$ cat src/rtl/booth_pkg.sv
// Shared definitions for the radix-8 Booth encoder family:
// digit-count helper, sel code groups and the encoder FSM state type.
package booth_pkg;

    typedef enum logic [0:0] {
        IDLE = 1'b0,
        EMIT = 1'b1
    } booth_enc_state_e;

    // sel code groups; the value of a window is -4*s[3] + 2*s[2] + s[1] + s[0]
    localparam logic [3:0] SEL_ZERO_P  = 4'd0;
    localparam logic [3:0] SEL_POS1_A  = 4'd1;
    localparam logic [3:0] SEL_POS1_B  = 4'd2;
    localparam logic [3:0] SEL_POS2_A  = 4'd3;
    localparam logic [3:0] SEL_POS2_B  = 4'd4;
    localparam logic [3:0] SEL_POS3_A  = 4'd5;
    localparam logic [3:0] SEL_POS3_B  = 4'd6;
    localparam logic [3:0] SEL_POS4    = 4'd7;
    localparam logic [3:0] SEL_NEG4    = 4'd8;
    localparam logic [3:0] SEL_NEG3_A  = 4'd9;
    localparam logic [3:0] SEL_NEG3_B  = 4'd10;
    localparam logic [3:0] SEL_NEG2_A  = 4'd11;
    localparam logic [3:0] SEL_NEG2_B  = 4'd12;
    localparam logic [3:0] SEL_NEG1_A  = 4'd13;
    localparam logic [3:0] SEL_NEG1_B  = 4'd14;
    localparam logic [3:0] SEL_ZERO_N  = 4'd15;

    // Radix-8 digits needed to cover a w-bit operand
    function automatic int num_digits(int w);
        return (w + 2) / 3;
    endfunction

    function automatic logic sel_is_zero(logic [3:0] s);
        return (s == SEL_ZERO_P) || (s == SEL_ZERO_N);
    endfunction

    // Signed digit value of a sel code, for decoders sharing this package
    function automatic int sel_value(logic [3:0] s);
        case (s)
            SEL_POS1_A, SEL_POS1_B: return 1;
            SEL_POS2_A, SEL_POS2_B: return 2;
            SEL_POS3_A, SEL_POS3_B: return 3;
            SEL_POS4:               return 4;
            SEL_NEG4:               return -4;
            SEL_NEG3_A, SEL_NEG3_B: return -3;
            SEL_NEG2_A, SEL_NEG2_B: return -2;
            SEL_NEG1_A, SEL_NEG1_B: return -1;
            default:                return 0;
        endcase
    endfunction

endpackage

$ cat src/rtl/booth_window_sel.sv
// Combinational Booth window extractor: returns ext[3*idx+3 : 3*idx]
// and whether that window encodes a zero digit.
module booth_window_sel
    import booth_pkg::*;
#(
    parameter int NUM_DIGITS = 6,
    parameter int IDX_W      = 3,
    parameter int EXT_W      = 3 * NUM_DIGITS + 1
) (
    input  logic [EXT_W-1:0] i_ext,
    input  logic [IDX_W-1:0] i_idx,
    output logic [3:0]       o_sel,
    output logic             o_is_zero
);

    // Mux the overlapping 4-bit window selected by the index
    always_comb begin
        o_sel = '0;
        for (int d = 0; d < NUM_DIGITS; d++) begin
            if (i_idx == IDX_W'(d)) begin
                o_sel = i_ext[3*d +: 4];
            end
        end
        o_is_zero = sel_is_zero(o_sel);
    end

endmodule

$ cat src/rtl/booth_encode_seq_16b.sv
// Sequential radix-8 Booth encoder: accepts one signed operand and streams
// its sel windows LSB-first with index and last flag over valid/ready.
// Optional build macro BOOTH_ENC_ZERO_SKIP_EN: zero-valued windows other than
// the last are skipped (one idle cycle each) instead of being emitted.
//
// state | meaning
// IDLE  | in_ready high, waiting for an operand
// EMIT  | presenting the window at r_idx until it is taken (or skipped)
module booth_encode_seq_16b
    import booth_pkg::*;
#(
    parameter  int DATA_WIDTH = 16,
    localparam int NUM_DIGITS = num_digits(DATA_WIDTH),
    localparam int IDX_W      = $clog2(NUM_DIGITS)
) (
    input  logic                  clk,
    input  logic                  rst_n,
    input  logic                  in_valid,
    output logic                  in_ready,
    input  logic [DATA_WIDTH-1:0] B,
    output logic                  out_valid,
    input  logic                  out_ready,
    output logic [3:0]            sel,
    output logic [IDX_W-1:0]      digit_idx,
    output logic                  out_last
);

    localparam int              EXT_W    = 3 * NUM_DIGITS + 1;
    localparam logic [IDX_W-1:0] LAST_IDX = IDX_W'(NUM_DIGITS - 1);

    booth_enc_state_e r_state;
    logic [EXT_W-1:0] r_ext;
    logic [IDX_W-1:0] r_idx;

    logic [EXT_W-1:0] w_ext_load;
    logic [3:0]       w_sel;
    logic             w_is_zero;
    logic             w_emit;
    logic             w_last;
    logic             w_skip;

    // Implicit zero below the LSB, sign extension above the MSB
    assign w_ext_load = EXT_W'($signed({B, 1'b0}));

    booth_window_sel #(
        .NUM_DIGITS (NUM_DIGITS),
        .IDX_W      (IDX_W),
        .EXT_W      (EXT_W)
    ) u_window_sel (
        .i_ext     (r_ext),
        .i_idx     (r_idx),
        .o_sel     (w_sel),
        .o_is_zero (w_is_zero)
    );

    assign w_emit = (r_state == EMIT);
    assign w_last = w_emit && (r_idx == LAST_IDX);

`ifdef BOOTH_ENC_ZERO_SKIP_EN
    // The last window is always emitted so the consumer always sees out_last
    assign w_skip = w_emit && w_is_zero && !w_last;
`else
    // Zero flag is not acted on when every window is emitted
    assign w_skip = w_is_zero & 1'b0;
`endif

    assign in_ready  = (r_state == IDLE);
    assign out_valid = w_emit && !w_skip;
    assign sel       = w_emit ? w_sel : 4'd0;
    assign digit_idx = r_idx;
    assign out_last  = w_last;

    // Operand capture, digit stepping and return to IDLE after the last handshake
    always_ff @(posedge clk or negedge rst_n) begin
        if (!rst_n) begin
            r_state <= IDLE;
            r_ext   <= '0;
            r_idx   <= '0;
        end else begin
            case (r_state)
                IDLE: begin
                    if (in_valid) begin
                        r_ext   <= w_ext_load;
                        r_idx   <= '0;
                        r_state <= EMIT;
                    end
                end
                EMIT: begin
                    if (w_skip) begin
                        r_idx <= r_idx + IDX_W'(1);
                    end else if (out_ready) begin
                        if (w_last) begin
                            r_idx   <= '0;
                            r_state <= IDLE;
                        end else begin
                            r_idx <= r_idx + IDX_W'(1);
                        end
                    end
                end
                default: r_state <= IDLE;
            endcase
        end
    end

endmodule

$ cat config.mk
export PLATFORM = sky130hd
export DESIGN_NAME = booth_encode_seq_16b
export DESIGN_NICKNAME = d
export VERILOG_FILES = /design/src/rtl/booth_pkg.sv /design/src/rtl/booth_window_sel.sv /design/src/rtl/booth_encode_seq_16b.sv
export SDC_FILE = /design/constraint.sdc
export NUM_CORES = 1
export LEC_CHECK = 0
export BUFFER_PORTS_ARGS = -buffer_cell sky130_fd_sc_hd__buf_4
export CAP_MARGIN = 10
export CORE_MARGIN = 5
export CORE_UTILIZATION = 42
export CTS_CLUSTER_SIZE = 14
export DETAILED_ROUTE_END_ITERATION = 8
export PLACE_DENSITY = 0.66
export SYNTH_ARGS = -nofsm -noshare
export SYNTH_HDL_FRONTEND = slang
export SYNTH_SLANG_ARGS = --single-unit
export TNS_END_PERCENT = 5
$ cat constraint.sdc
create_clock -name clk -period 1.8 [get_ports clk]
set_clock_uncertainty 0.1 [all_clocks]
set_input_delay 0.18 -clock clk [delete_from_list [all_inputs] [get_ports clk]]
set_output_delay 0.18 -clock clk [all_outputs]
set_load 0.02 [all_outputs]
==> impl_metrics.env <==
export IMPL_status="complete, but fails checks"
export IMPL_violations="setup timing"
export IMPL_initial_core_util_pct=43.5
export IMPL_worstMarginPinSlew_ps=310
export IMPL_synth_edf_count=0
export IMPL_io_pin_count=30
export IMPL_grt_busiest_layer="met2"
export IMPL_drt_pre_antenna_iters=4
export IMPL_yosysMostFrequentCell="dfrtp_1"
export IMPL_drive_gt1_share_pct=56.6
export IMPL_synth_commonest_cells="dfrtp_1, mux2_4, a21o_1, a21oi_1, mux2_2"
export IMPL_die_h_microns=63.2
export IMPL_via_per_inst=5.30
export IMPL_clockBufferDepth=2
export IMPL_period_needed_ps=2080
export IMPL_synth_area_leaders="dfrtp_1, mux2_4, mux2_2"
export IMPL_grtUsageMet3_pct=3.91
export IMPL_crit_family="flip-flops"
export IMPL_area_delta_synth_final_pct=39.3
export IMPL_critical_path_class="register to primary output"
export IMPL_synth_seq_cells=20
export IMPL_synth_ff_type="dfrtp_1"
export IMPL_design_area_sq_um=1660
export IMPL_placed_area_sq_um=1520
export IMPL_drv_cap=0
export IMPL_setup_violations=5
export IMPL_cts_buffers=3
export IMPL_core_area_sq_um=2730
export IMPL_async_flop_share_pct=100
export IMPL_routed_wl_microns=2700
export IMPL_grt_use_met2_pct=22.9
export IMPL_power_leakage_nw=0.781
export IMPL_crit_top_cell="buf_4"
export IMPL_die_area_sq_um=4000
export IMPL_min_delay_start="B[13]"
export IMPL_start_kind="register"
export IMPL_ir_drop_uv=1350
export IMPL_use_met1_pct=19.1
export IMPL_arrival_ps=1800
export IMPL_relSlewSlack_pct=79.0
export IMPL_utilization_pct=60.6
export IMPL_hold_path_class="primary input to register"
export IMPL_numPlacedInstances=168
export IMPL_p_per_area_nw_per_um2=1860
export IMPL_yosys_area_top_type_share_pct=42.1
export IMPL_yosys_area_top_type="dfrtp_1"
export IMPL_totalPowerFinal_mw=3.09
export IMPL_cts_tree="yes"
export IMPL_slew_viol_final=0
export IMPL_synthCells=103
export IMPL_rows=19
export IMPL_critPathLaunch="digit_idx[1]$_DFFE_PN0P_"
export IMPL_track_usage_pct=14.5
export IMPL_clk_pin_slew_ps=110
export IMPL_critPathMaxStageDelay_ps=450
export IMPL_drcViolationCount=0
export IMPL_wire_per_inst_microns=15.3
export IMPL_cts_root_buf="clkbuf_4"
export IMPL_grt_pass1_vias=1019
export IMPL_hold_viol_final=0
export IMPL_crit_path_cell_trace="inv_2 -> buf_4 -> ha_4 -> or3b_1 -> a21oi_2 -> a311oi_2 -> buf_4"
export IMPL_syn_num_nets=128
export IMPL_final_cells=176
export IMPL_end_kind="primary output"
export IMPL_worst_slack_ps=-276
export IMPL_ys_types=29
export IMPL_dp_hpwl_microns=2020
export IMPL_drtIter0Drc=61
export IMPL_yosysWarningCount=0
export IMPL_netlist_area_sq_um=1190
export IMPL_rsz0062_at_grt="true"
export IMPL_synth_area_per_cell_sq_um=11.6
export IMPL_clk_insertion_delay_late_ps=300
export IMPL_ant_nets=0
export IMPL_r2r_start="digit_idx[1]$_DFFE_PN0P_"
export IMPL_path_max_fanout=4
export IMPL_max_freq_mhz=482
export IMPL_n_antenna_cell=0
export IMPL_routabilityCongestion=0.736
export IMPL_htree_num_levels=1
export IMPL_final_nets=171
export IMPL_grt_pass1_wl_microns=4640
export IMPL_grt_max_degree=21
export IMPL_overflow=0
export IMPL_yosysSeqAreaShare_pct=42.1
export IMPL_portBuffers=29
export IMPL_die_x_microns=63.2
export IMPL_clock_sinks=20
export IMPL_worst_path_buf_inv=3
export IMPL_crit_slowest_cell="dfrtp_2"
export IMPL_vias=933
export IMPL_worstPathRequired_ps=1520
export IMPL_antenna_found_initial=0
export IMPL_finalCritPeriodShare_pct=115
[power by group]
part	internal (mW)	leakage [nW]	switching (mW)
combinational	1.08	0.531	0.924
clock	0.0861	0.0150	0.128
sequential	0.678	0.236	0.191
total	1.84	0.781	1.24
[layer usage]
layer | wire (microns) | part of all wire [%]
met1 | 1270 | 47
met2 | 1300 | 48
met3 | 134 | 5.0
met4 | 0 | 0
met5 | 0 | 0
[placed cells by master (no fill, tap or decap), types with 4 or more instances in the layout]
master   netlist  routed
dfrtp_1       20      17
a21oi_2        0       4
mux2_2         6       6
buf_4          1      38
and3b_1        4       4
nand2_1        5       5
a21o_1         6       6
mux2_4        10      10
inv_1          5       4
[repair_timing]
| action | 4_1_cts | 5_1_grt |
|---|---|---|
| hold buffers | 2 | 1 |
| pin swaps | 3 | 1 |
| gates cloned | 0 | 0 |
| setup buffers | 1 | 0 |
| endpoints found under the setup margin | 5 | 5 |
| endpoints found under the hold margin | 21 | 1 |
| gates resized for setup | 15 | 4 |
[metrics by stage]
stage | setup TNS [ps] | worst slack (ps) | hold slack, ps
after detailed placement | -316 | -88.3 | -24.6
after floorplan | -35.0 | -23.6 | -216
final | -1150 | -276 | 3.81
after global placement | -132 | -52.2 | -27.7
after global routing | -1610 | -346 | 3.66
after CTS | -1240 | -294 | 1.10
[worst paths after layout]
kind | endpoint | slack (ps) | cells after the start
worst min register to register | r_ext[1]$_DFFE_PN0P_ | 430 | 1
worst max register to register | digit_idx[0]$_DFFE_PN0P_ | 230 | 7
worst max-delay path | sel[0] | -280 | 7
min in group asynchronous | r_ext[12]$_DFFE_PN0P_ | 190 | 2
max in group asynchronous | digit_idx[2]$_DFFE_PN0P_ | 1190 | 2
worst min-delay path | r_ext[14]$_DFFE_PN0P_ | 4 | 2
[final cells by class]
class,instances,area [sq um]
tap,31,38.8
clock buffer,4,26.3
inverter,5,18.8
sequential,20,504
fill,212,1080
timing repair buffer,44,358
multi-input combinational,72,712
[flip-flops by register name (all words and copies together) (netlist names)]
| register | count |
|---|---|
| r_ext | 16 |
| digit_idx | 3 |
| out_valid | 1 |
[logic make-up after synthesis]
| group | after synthesis | synth area share (%) |
|---|---|---|
| compound gates | 29 | 17.5 |
| buf+inv | 11 | 6.10 |
| mux | 16 | 18.3 |
| fa+ha+maj | 5 | 5.26 |
| simple gates | 22 | 10.8 |
| flops | 20 | 42.1 |
(Power assumes the default switching activity.)
